**src/rtl/neokeon_pkg.sv**
```systemverilog
// Shared constants and state type for the Neokeon round sequencer.
package neokeon_pkg;
   localparam int unsigned NUM_ROUNDS  = 16;
   localparam logic [7:0]  RC_ENC_INIT = 8'h80;
   localparam logic [7:0]  RC_DEC_INIT = 8'hD4;
   localparam logic [7:0]  RC_POLY     = 8'h1B;
   localparam int unsigned ROUND_W     = 5;

   typedef enum logic [2:0] {
      ST_IDLE,
      ST_LOAD,
      ST_KEYPREP,
      ST_ROUND,
      ST_FINAL,
      ST_DONE
   } state_t;
endpackage

```
**src/rtl/neokeon_rc_step.sv**
```systemverilog
// One step of the Neokeon round constant: forward (dir = 0) is GF(2^8)
// doubling, inverse (dir = 1) undoes it exactly.
module neokeon_rc_step #(
   parameter logic [7:0] RC_POLY = neokeon_pkg::RC_POLY
) (
   input  logic       dir,
   input  logic [7:0] rc_in,
   output logic [7:0] rc_out
);
   import neokeon_pkg::*;

   always_comb begin
      if (!dir) begin
         rc_out = {rc_in[6:0], 1'b0} ^ (rc_in[7] ? RC_POLY : 8'h00);
      end else begin
         rc_out = rc_in[0] ? (((rc_in ^ RC_POLY) >> 1) | 8'h80) : (rc_in >> 1);
      end
   end
endmodule

```
**src/rtl/neokeon_round_sequencer.sv**
```systemverilog
// Control FSM sequencing load, key-prep, rounds and final step of the
// Neokeon datapath, with forward/reverse round-constant generation.
module neokeon_round_sequencer #(
   parameter int unsigned NUM_ROUNDS  = neokeon_pkg::NUM_ROUNDS,
   parameter logic [7:0]  RC_ENC_INIT = neokeon_pkg::RC_ENC_INIT,
   parameter logic [7:0]  RC_DEC_INIT = neokeon_pkg::RC_DEC_INIT,
   parameter logic [7:0]  RC_POLY     = neokeon_pkg::RC_POLY
) (
   input  logic                            inClk,
   input  logic                            inRstN,
   input  logic                            inStart,
   input  logic                            inMode,
   input  logic                            inStall,
   input  logic                            inAck,
   output logic                            outLoad,
   output logic                            outKeyPrep,
   output logic                            outRoundEn,
   output logic                            outFinalEn,
   output logic [7:0]                      outRcIn,
   output logic [7:0]                      outRcOut,
   output logic [neokeon_pkg::ROUND_W-1:0] outRound,
   output logic                            outBusy,
   output logic                            outDone
);
   import neokeon_pkg::*;

   localparam logic [ROUND_W-1:0] LAST_ROUND  = ROUND_W'(NUM_ROUNDS - 1);
   localparam logic [ROUND_W-1:0] FINAL_ROUND = ROUND_W'(NUM_ROUNDS);

   state_t               state, state_nx;
   logic                 mode, mode_nx;
   logic [7:0]           rc, rc_nx, rc_stepped;
   logic [ROUND_W-1:0]   round, round_nx;

   neokeon_rc_step #(.RC_POLY(RC_POLY)) u_rc_step (
      .dir    (mode),
      .rc_in  (rc),
      .rc_out (rc_stepped)
   );

   always_ff @(posedge inClk) begin
      if (!inRstN) begin
         state <= ST_IDLE;
         mode  <= 1'b0;
         rc    <= '0;
         round <= '0;
      end else begin
         state <= state_nx;
         mode  <= mode_nx;
         rc    <= rc_nx;
         round <= round_nx;
      end
   end

   always_comb begin
      state_nx   = state;
      mode_nx    = mode;
      rc_nx      = rc;
      round_nx   = round;
      outLoad    = 1'b0;
      outKeyPrep = 1'b0;
      outRoundEn = 1'b0;
      outFinalEn = 1'b0;
      outRcIn    = '0;
      outRcOut   = '0;
      outRound   = '0;
      outBusy    = 1'b0;
      outDone    = 1'b0;
      case (state)
         ST_IDLE: begin
            if (inStart) begin
               mode_nx  = inMode;
               state_nx = ST_LOAD;
            end
         end
         ST_LOAD: begin
            // Constants are primed here so KEYPREP only has to hold them.
            outLoad  = 1'b1;
            outBusy  = 1'b1;
            rc_nx    = mode ? RC_DEC_INIT : RC_ENC_INIT;
            round_nx = '0;
            state_nx = mode ? ST_KEYPREP : ST_ROUND;
         end
         ST_KEYPREP: begin
            outBusy = 1'b1;
            if (!inStall) begin
               outKeyPrep = 1'b1;
               state_nx   = ST_ROUND;
            end
         end
         ST_ROUND: begin
            outBusy  = 1'b1;
            outRound = round;
            if (mode) outRcOut = rc;
            else      outRcIn  = rc;
            if (!inStall) begin
               outRoundEn = 1'b1;
               round_nx   = round + ROUND_W'(1);
               rc_nx      = rc_stepped;
               if (round == LAST_ROUND) state_nx = ST_FINAL;
            end
         end
         ST_FINAL: begin
            outBusy  = 1'b1;
            outRound = FINAL_ROUND;
            if (mode) outRcOut = rc;
            else      outRcIn  = rc;
            if (!inStall) begin
               outFinalEn = 1'b1;
               state_nx   = ST_DONE;
            end
         end
         ST_DONE: begin
            outDone = 1'b1;
            if (inAck) begin
               if (inStart) begin
                  mode_nx  = inMode;
                  state_nx = ST_LOAD;
               end else begin
                  state_nx = ST_IDLE;
               end
            end
         end
         default: state_nx = ST_IDLE;
      endcase
   end
endmodule

```
**config.mk**
```make
export PLATFORM = sky130hd
export DESIGN_NAME = neokeon_round_sequencer
export DESIGN_NICKNAME = d
export VERILOG_FILES = /design/src/rtl/neokeon_pkg.sv /design/src/rtl/neokeon_rc_step.sv /design/src/rtl/neokeon_round_sequencer.sv
export SDC_FILE = /design/constraint.sdc
export NUM_CORES = 1
export LEC_CHECK = 0
export BUFFER_PORTS_ARGS = -buffer_cell sky130_fd_sc_hd__buf_4
export CAP_MARGIN = 40
export CORE_ASPECT_RATIO = 0.7
export CORE_UTILIZATION = 51
export DETAILED_ROUTE_END_ITERATION = 10
export GPL_TIMING_DRIVEN = 0
export PLACE_DENSITY = 0.82
export SLEW_MARGIN = 10
export SYNTH_ARGS = -nofsm -noshare
export SYNTH_HDL_FRONTEND = slang
export SYNTH_SLANG_ARGS = --single-unit
```
**constraint.sdc**
```tcl
create_clock -name inClk -period 2.1 [get_ports inClk]
set_input_delay 0.63 -clock inClk [delete_from_list [all_inputs] [get_ports inClk]]
set_output_delay 0.63 -clock inClk [all_outputs]
set_load 0.02 [all_outputs]
```
Word level (Yosys, flattened, before mapping)
Cells that the tools add are included.
{ "word_totals": {"regBits": 17, "output_inout_bits": 27, "wordCells": 59} }
{ "classes": {"addsub": 1, "n_eq_ne": 12, "mux": 32, "n_bitwise": 2, "reduce_logical": 8} }
{ "ops": {"columns": ["cell", "count"], "rows": [
  ["two-way mux 8 bit", 7],
  ["one-hot mux 5 bit (2 select lines)", 2],
  ["two-way mux 3 bit", 6],
  ["one-hot mux 3 bit (6 select lines)", 1],
  ["one-hot mux 8 bit (2 select lines)", 1],
  ["inequality test 2 bit (second input constant)", 6],
  ["two-way mux 1 bit", 11],
  ["two-way mux 5 bit", 2],
  ["bitwise XOR 8 bit", 1],
  ["two-way mux 7 bit", 1],
  ["equality test 3 x 2 -> 1 bit (second input constant)", 2],
  ["equality test 3 bit (second input constant)", 2],
  ["AND reduction 6 bit", 1],
  ["adder 5 x 1 -> 5 bit (second input constant)", 1],
  ["equality test 5 x 4 -> 1 bit (second input constant)", 1],
  ["inverter 4 bit", 1],
  ["AND reduction 2 bit", 2],
  ["nonzero test 2 bit", 2],
  ["OR reduction 4 bit", 1],
  ["equality test 3 x 1 -> 1 bit (second input constant)", 1],
  ["zero test 3 bit", 1],
  ["one-hot mux 1 bit (2 select lines)", 1],
  ["OR reduction 2 bit", 1]
]} }

Depth between registers and ports, before layout
Gate-level depths: netlist of run 1.
{ "depth": {"depth_word": 5, "mapped_depth": 7, "ltp_nobuf": 7} }

Hierarchy
From an unflattened synthesis of run 1, not the netlist that was laid out.
{ "unflattened": {"cells_unflattened": 153, "hier_area_um2": 1260.0} }
{ "by_module_without_submodules": {"columns": ["mod", "instances", "cells_per_inst", "area_per_inst_um2", "seq_area_each_um2"], "rows": [
  ["neokeon_round_sequencer", 1, 133, 1103.6, 340.3],
  ["neokeon_rc_step", 1, 20, 156.4, 0.0]
]} }

Least setup slack after synthesis of run 1
OpenSTA, ideal clock, no wires.
{ "synth_path": {"path_kind": "register -> output", "startpoint": "reg state[2]", "endpoint": "out outRcIn[0]", "arrival_time_ps": 1276, "setup_slack_ps": 194, "stages_incl_launch_ff": 6, "n_path_buf": 1, "cell_sequence": "dfxtp_1 buf_2 nor3b_2 nor2_1 nor2_2 and2_1"} }
{ "synth_between": {"elab_chain_cells": 3, "word_cells_on_any_way": 4} }
{ "synth_lines": {"columns": ["item", "line_no", "text"], "rows": [
  ["start, declared", "neokeon_round_sequencer.sv:30", "state_t state, state_nx;"],
  ["start signal, assigned", "neokeon_round_sequencer.sv:48", "state <= state_nx;"],
  ["equality test 3 bit / equality test 3 x 2 -> 1 bit (equally long branches)", "neokeon_round_sequencer.sv:69", "case (state)"],
  ["OR reduction 2 bit (no line) (*)", null, null],
  ["two-way mux 8 bit (*)", null, null],
  ["end, declared", "neokeon_round_sequencer.sv:19", "output logic [7:0] outRcIn,"]
]} }
Mark *: on every way between the ends. The rest lies on a longest branch, timed or not.

Worst setup path after layout of run 1
{ "layout_path": {"startpoint": "reg state[0]", "endpoint": "out outRcIn[5]"} }
Same word-level chain as after synthesis.

==> results of run 1 <==
through the flow:
step	utilization, %	setup TNS [ps]	total power [mW]
global route	82.75	-3763	1.623
finish	82.75	-2388	1.554
floorplan	-	0	0.9216
global placement	67.02	-247.3	1.081
CTS	76.71	-1746	1.406
detailed placement	67.02	-2033	1.115
registers in the layout (all words and copies together) (netlist names):
name,flops
rc,8
round,5
state,3
mode,1
critical path, cell delays in order, from the launching register on:
cell and delay, ps:
dfxtp_4 370, buf_8 120, nor3b_4 260, nor2_4 90, nor2_4 180, and2_1 190
buf_6 120
power by group through the flow:
stage	Sequential (mW)	Combinational [mW]	Clock, mW
2_1_floorplan	0.418	0.503	0
3_3_place_gp	0.429	0.652	0
3_5_place_dp	0.435	0.680	0
4_1_cts	0.461	0.763	0.182
5_1_grt	0.480	0.937	0.207
6_report	0.476	0.894	0.184
kinds of logic after synthesis:
group                      count (synthesis)  synth area share (%)
AOI/OAI and AO/OA                         36                 21.07
xor gates and xnor gates                   9                 6.775
adders and majority gates                  2                 2.150
buffers and inverters                     17                 6.667
DFF                                       17                 29.25
muxes                                      4                 3.548
and+or+nand+nor                           60                 30.54
path summary, 6_finish.rpt:
kind                                    to      from  slack (ps)  depth (start not counted)
worst min register to register       rc[3]     rc[3]         580                          2
worst max-delay path            outRcIn[5]  state[0]        -160                          6
worst min-delay path                  mode    inMode         560                          3
worst max register to register    state[0]  state[0]         270                          6
cells in the mapped netlist (all sizes together), types with 2 or more instances:
cell	count	area [um2]
o21ai	9	45.04
xnor2	6	52.55
clkbuf	6	22.52
mux2i	3	30.03
nor3b	2	25.02
nand2	7	26.28
o211ai	3	22.52
nor2b	2	12.51
dfxtp	17	340.3
xor2	3	26.28
and3	2	12.51
a21oi	9	45.04
nand2b	2	12.51
and2	20	125.1
ha	2	25.02
buf	4	28.78
nor2	18	80.07
a22oi	7	52.55
inv	7	26.28
cell type report:
type | instances | area, um2 | area share (%)
inverter | 7 | 26.28 | 1.474
buffer | 6 | 41.29 | 2.316
timing repair buffer | 50 | 461.7 | 25.89
clock buffer | 4 | 26.28 | 1.474
multi-input combinational | 111 | 835.8 | 46.88
sequential | 17 | 351.6 | 19.72
tap | 32 | 40.04 | 2.246
per-layer routing:
layer	GRT usage (%)	part of all wire [%]	vias up
li1	-	-	609
met1	43.95	40	612
met2	53.41	45	104
met3	11.21	10	27
met4	16.67	5.3	0
met5	0	0	-
repair_timing:
action / 4_1_cts / 5_1_grt
cloned: 0 / 0
setup buffers: 10 / 10
endpoints found under the setup margin: 22 / 26
gates resized for setup: 41 / 18
pin swaps: 13 / 8
hold buffers: 0 / 0
==> out/qor.csv, run 1 <==
metric,value,unit
outcome,"complete, but fails checks",
violations,setup timing,
cts.sinks,17,
ant_nets,0,
avgSynthCellArea,8.025,um2
grt_max_degree,16,
wl_per_cell,18.73,um
cts-buffers-inserted,3,
switching_share,46.08,%
fillers,133,
n_antenna_cell,0,
worst_pin_slew,569.3,ps
fin_area,1783,um2
place_congestion,0.8931,
synth_edf_count,0,
ioPinCount,33,
ir_worst_vdd,668.5,uV
ys_seq_area_share,29.25,%
power.switching,0.7159,mW
path_max_fanout,8,
start_util,54.01,%
io_buffers,32,
die_h,41.97,um
hold_ws,557.5,ps
setup_slack,-163.9,ps
synth_ff_type,dfxtp_1,
slew_headroom,62.05,%
areaGrowthSynthToFinish,53.23,%
routed_wl,4251,um
fmax,0.4417,GHz
vias_per_cell,5.956,
period_minus_slack,2264,ps
worstSkewPairLatency,310,ps
grt_first_pass_wirelength,6306,um
place_inst,209,
hold_viol,0,
first_iter_violations,111,
vias,1352,
p_int,0.8377,mW
skew,9.295,ps
synthArstFlopShare,0,%
leakage,0.7569,nW
drt-pass1-iter-count,4,
grt_pass1_vias,1276,
power_frac_comb,57.6,%
final_cell_mix,"buf_4, buf_6, dfxtp_1, and2_4, nor2_1",
powerDensity,871.4,nW/um2
htreeDepth,1,
cp_data_required_time,1470,ps
netlist_instances,145,
syn_nets,153,
critPathArrivalTime,1630,ps
clockPowerShare,11.8,%
cts_tree,built,
place_ws,-148.2,ps
p_seq_share,30.6,%
place_area,1444,um2
dp_hpwl,2272,um
final_common_cell,buf_4,
final_layout_size_suffix_gt1_share,45.64,%
setup_viol,18,
die_area,2480,um2
yosysUniqueCellTypes,40,
endpoint_kind,output port,
cts-root-buf,clkbuf_4,
finalMaxSlewViolations,0,
rows,14,
cts_buffer_depth,2,
finalCritPeriodShare,107.8,%
clk_pin_slew,100,ps
rsz0062_at_grt,yes,
crit_type,reg -> out,
synth_area,1164,um2
layout.nets,204,
cp-start-kind,flip-flop,
antenna_found_initial,0,
coreArea,2155,um2
grt-ovfl-total,0,
die_x,59.09,um
track_usage,34.82,%
synth_seq_cells,17,
remaining_drc_errors,0,
hp-class,in -> reg,
fin_cells,227,
ys_warn_count,0,
cap_violations,0,
No activity file was read; power rests on OpenSTA's default activity.
==> run 2, diff against run 1 <==
--- a/config.mk
+++ b/config.mk
@@ -11,7 +11,7 @@
 export CORE_UTILIZATION = 51
 export DETAILED_ROUTE_END_ITERATION = 10
 export GPL_TIMING_DRIVEN = 0
-export PLACE_DENSITY = 0.82
+export PLACE_DENSITY = 0.85
 export SLEW_MARGIN = 10
 export SYNTH_ARGS = -nofsm -noshare
 export SYNTH_HDL_FRONTEND = slang
==> run 2 against run 1 <==
Effect of this change:
- the flow still finishes with violations (setup timing)
- fmax up 2.7%
- combinational power fell by 7.2%
- first-iteration DRC count fell by 55%
- via count is 5.4% lower
- register-to-register slack improved by 140 ps
- flip-flop and latch count unchanged
- setup slack improved by 59 ps
- critical path type unchanged
- critical endpoint is now outRcIn[1]
- largest cell class unchanged
==> out/qor.csv, run 2 (synthesized netlist as in run 1, its figures left out) <==
metric,value,unit,change
final_layout_size_suffix_gt1_share,45.26,%,was 45.64%
routed_wl,3491,um,was 4251 um
hp-class,reg -> reg,,was in -> reg
final_cell_mix,"buf_6, buf_4, and2_4, nor2_1, dfxtp_1",,"was buf_4, buf_6, dfxtp_1, and2_4, nor2_1"
setup_slack,-104.7,ps,was -163.9 ps
worstSkewPairLatency,300,ps,was 310 ps
crit_type,reg -> out,,unchanged
setup_viol,16,,was 18
cts-root-buf,clkbuf_4,,unchanged
first_iter_violations,50,,was 111
cpPeakStageDelay,380,ps,was 370 ps
cts.sinks,17,,unchanged
path_max_fanout,8,,unchanged
regArea,351.6,um2,unchanged
coreArea,2155,um2,unchanged
grt_first_pass_wirelength,5416,um,was 6306 um
slowest_stage,dfxtp_4,,unchanged
ant_nets,0,,unchanged
cap_violations,0,,unchanged
top_register,rc,,unchanged
largest_register_ff_count,8,,unchanged
vias,1279,,was 1352
grt_pass1_vias,1162,,was 1276
finalPower,1.476,mW,was 1.554 mW
multi_input_comb_area,839.6,um2,was 835.8 um2
fmax,0.4536,GHz,was 0.4417 GHz
cp_cell_sequence,buf_6 -> nor3b_4 -> nor2_4 -> nor2_4 -> and2_1 -> buf_4,,was buf_8 -> nor3b_4 -> nor2_4 -> nor2_4 -> and2_1 -> buf_6
grt-ovfl-total,0,,unchanged
drt-pass1-iter-count,4,,unchanged
layout.nets,199,,was 204
cts-buffers-inserted,3,,unchanged
hold_ws,550.0,ps,was 557.5 ps
finalMaxSlewViolations,0,,unchanged
cp_data_required_time,1470,ps,about the same
hold_viol,0,,unchanged
antenna_found_initial,0,,unchanged
finalCritPeriodShare,105.0,%,was 107.8%
rsz0062_at_grt,yes,,unchanged
finalSetupTns,-1457,ps,was -2388 ps
critPathArrivalTime,1570,ps,was 1630 ps
slew_headroom,63.80,%,was 62.05%
fillers,140,,was 133
ioPinCount,33,,unchanged
final_common_cell,buf_6,,was buf_4
cts_buffer_depth,2,,unchanged
crit_top_cell,nor2_4,,unchanged
period_minus_slack,2205,ps,was 2264 ps
worst_pin_slew,543.0,ps,was 569.3 ps
n_antenna_cell,0,,unchanged
grt_max_degree,16,,unchanged
cts_tree,built,,unchanged
place_inst,209,,unchanged
die_area,2480,um2,unchanged
ir_worst_vdd,462.0,uV,was 668.5 uV
start_util,54.01,%,unchanged
top_regs,"rc x8, round x5, state x3",,unchanged
skew,10.34,ps,was 9.295 ps
cp-start-kind,flip-flop,,unchanged
endpoint_kind,output port,,unchanged
place_congestion,0.9342,,was 0.8931
die_h,41.97,um,unchanged
track_usage,28.81,%,was 34.82%
dp_hpwl,2116,um,was 2272 um
htreeDepth,1,,unchanged
wl_per_cell,15.73,um,was 18.73 um
powerDensity,845.6,nW/um2,was 871.4 nW/um2
leakage,0.7281,nW,was 0.7569 nW
ctsHoldBuffers,0,,unchanged
remaining_drc_errors,0,,unchanged
clk_pin_slew,90,ps,was 100 ps
post-route-util,81.01,%,was 82.75%
violations,setup timing,,unchanged
die_x,59.09,um,unchanged
outcome,"complete, but fails checks",,unchanged
areaGrowthSynthToFinish,50.00,%,was 53.23%
rows,14,,unchanged
fin_cells,222,,was 227
vias_per_cell,5.761,,was 5.956
io_buffers,32,,unchanged
run 2: timing repair:
item / 4_1_cts / 5_1_grt
pin swaps: 14 / 10
gates resized for setup: 38 / 23
endpoints found under the setup margin: 22 / 23
buffers inserted: 8 / 6
run 2: per-stage QoR:
stage	setup slack (ps)	cell area (um2)
2_1_floorplan	194.2	1164
3_3_place_gp	-17.47	1444
3_5_place_dp	-58.34	1444
4_1_cts	-92.90	1635
5_1_grt	-188.1	1745
6_report	-104.7	1745
run 2: critical path: cells and delay by family, from the launching register on:
family / cells / cell delay (ps)
buf+inv: 2 / 240
simple gates: 4 / 660
flops: 1 / 380
run 2: path summary, 6_finish.rpt:
path             from    endpoint  slack, ps  cells after the start
max reg2reg  round[0]    state[0]        410                      7
min          round[4]    round[4]        550                      2
min reg2reg  round[4]    round[4]        550                      2
max          state[2]  outRcIn[1]       -100                      6
run 2: power by group:
part | total, mW | switching, mW | internal [mW]
clock | 0.180 | 0.106 | 0.0739
sequential | 0.466 | 0.0793 | 0.387
combinational | 0.830 | 0.460 | 0.370
run 2: routing by layer:
| layer | track usage (%) | vias to the layer above | routed length, um |
|---|---|---|---|
| met5 | 0 | - | 0 |
| met4 | 7.143 | 0 | 57 |
| met1 | 37.96 | 618 | 1503 |
| li1 | - | 593 | - |
| met2 | 47.95 | 60 | 1746 |
| met3 | 5.919 | 8 | 183 |
run 2: layout make-up:
class	instances	share of cell area [%]
Multi-Input combinational cell	111	48.10
Tap cell	32	2.294
Buffer	6	2.151
Timing Repair Buffer	45	24.30
Clock buffer	4	1.505
Inverter	7	1.505
Sequential cell	17	20.14
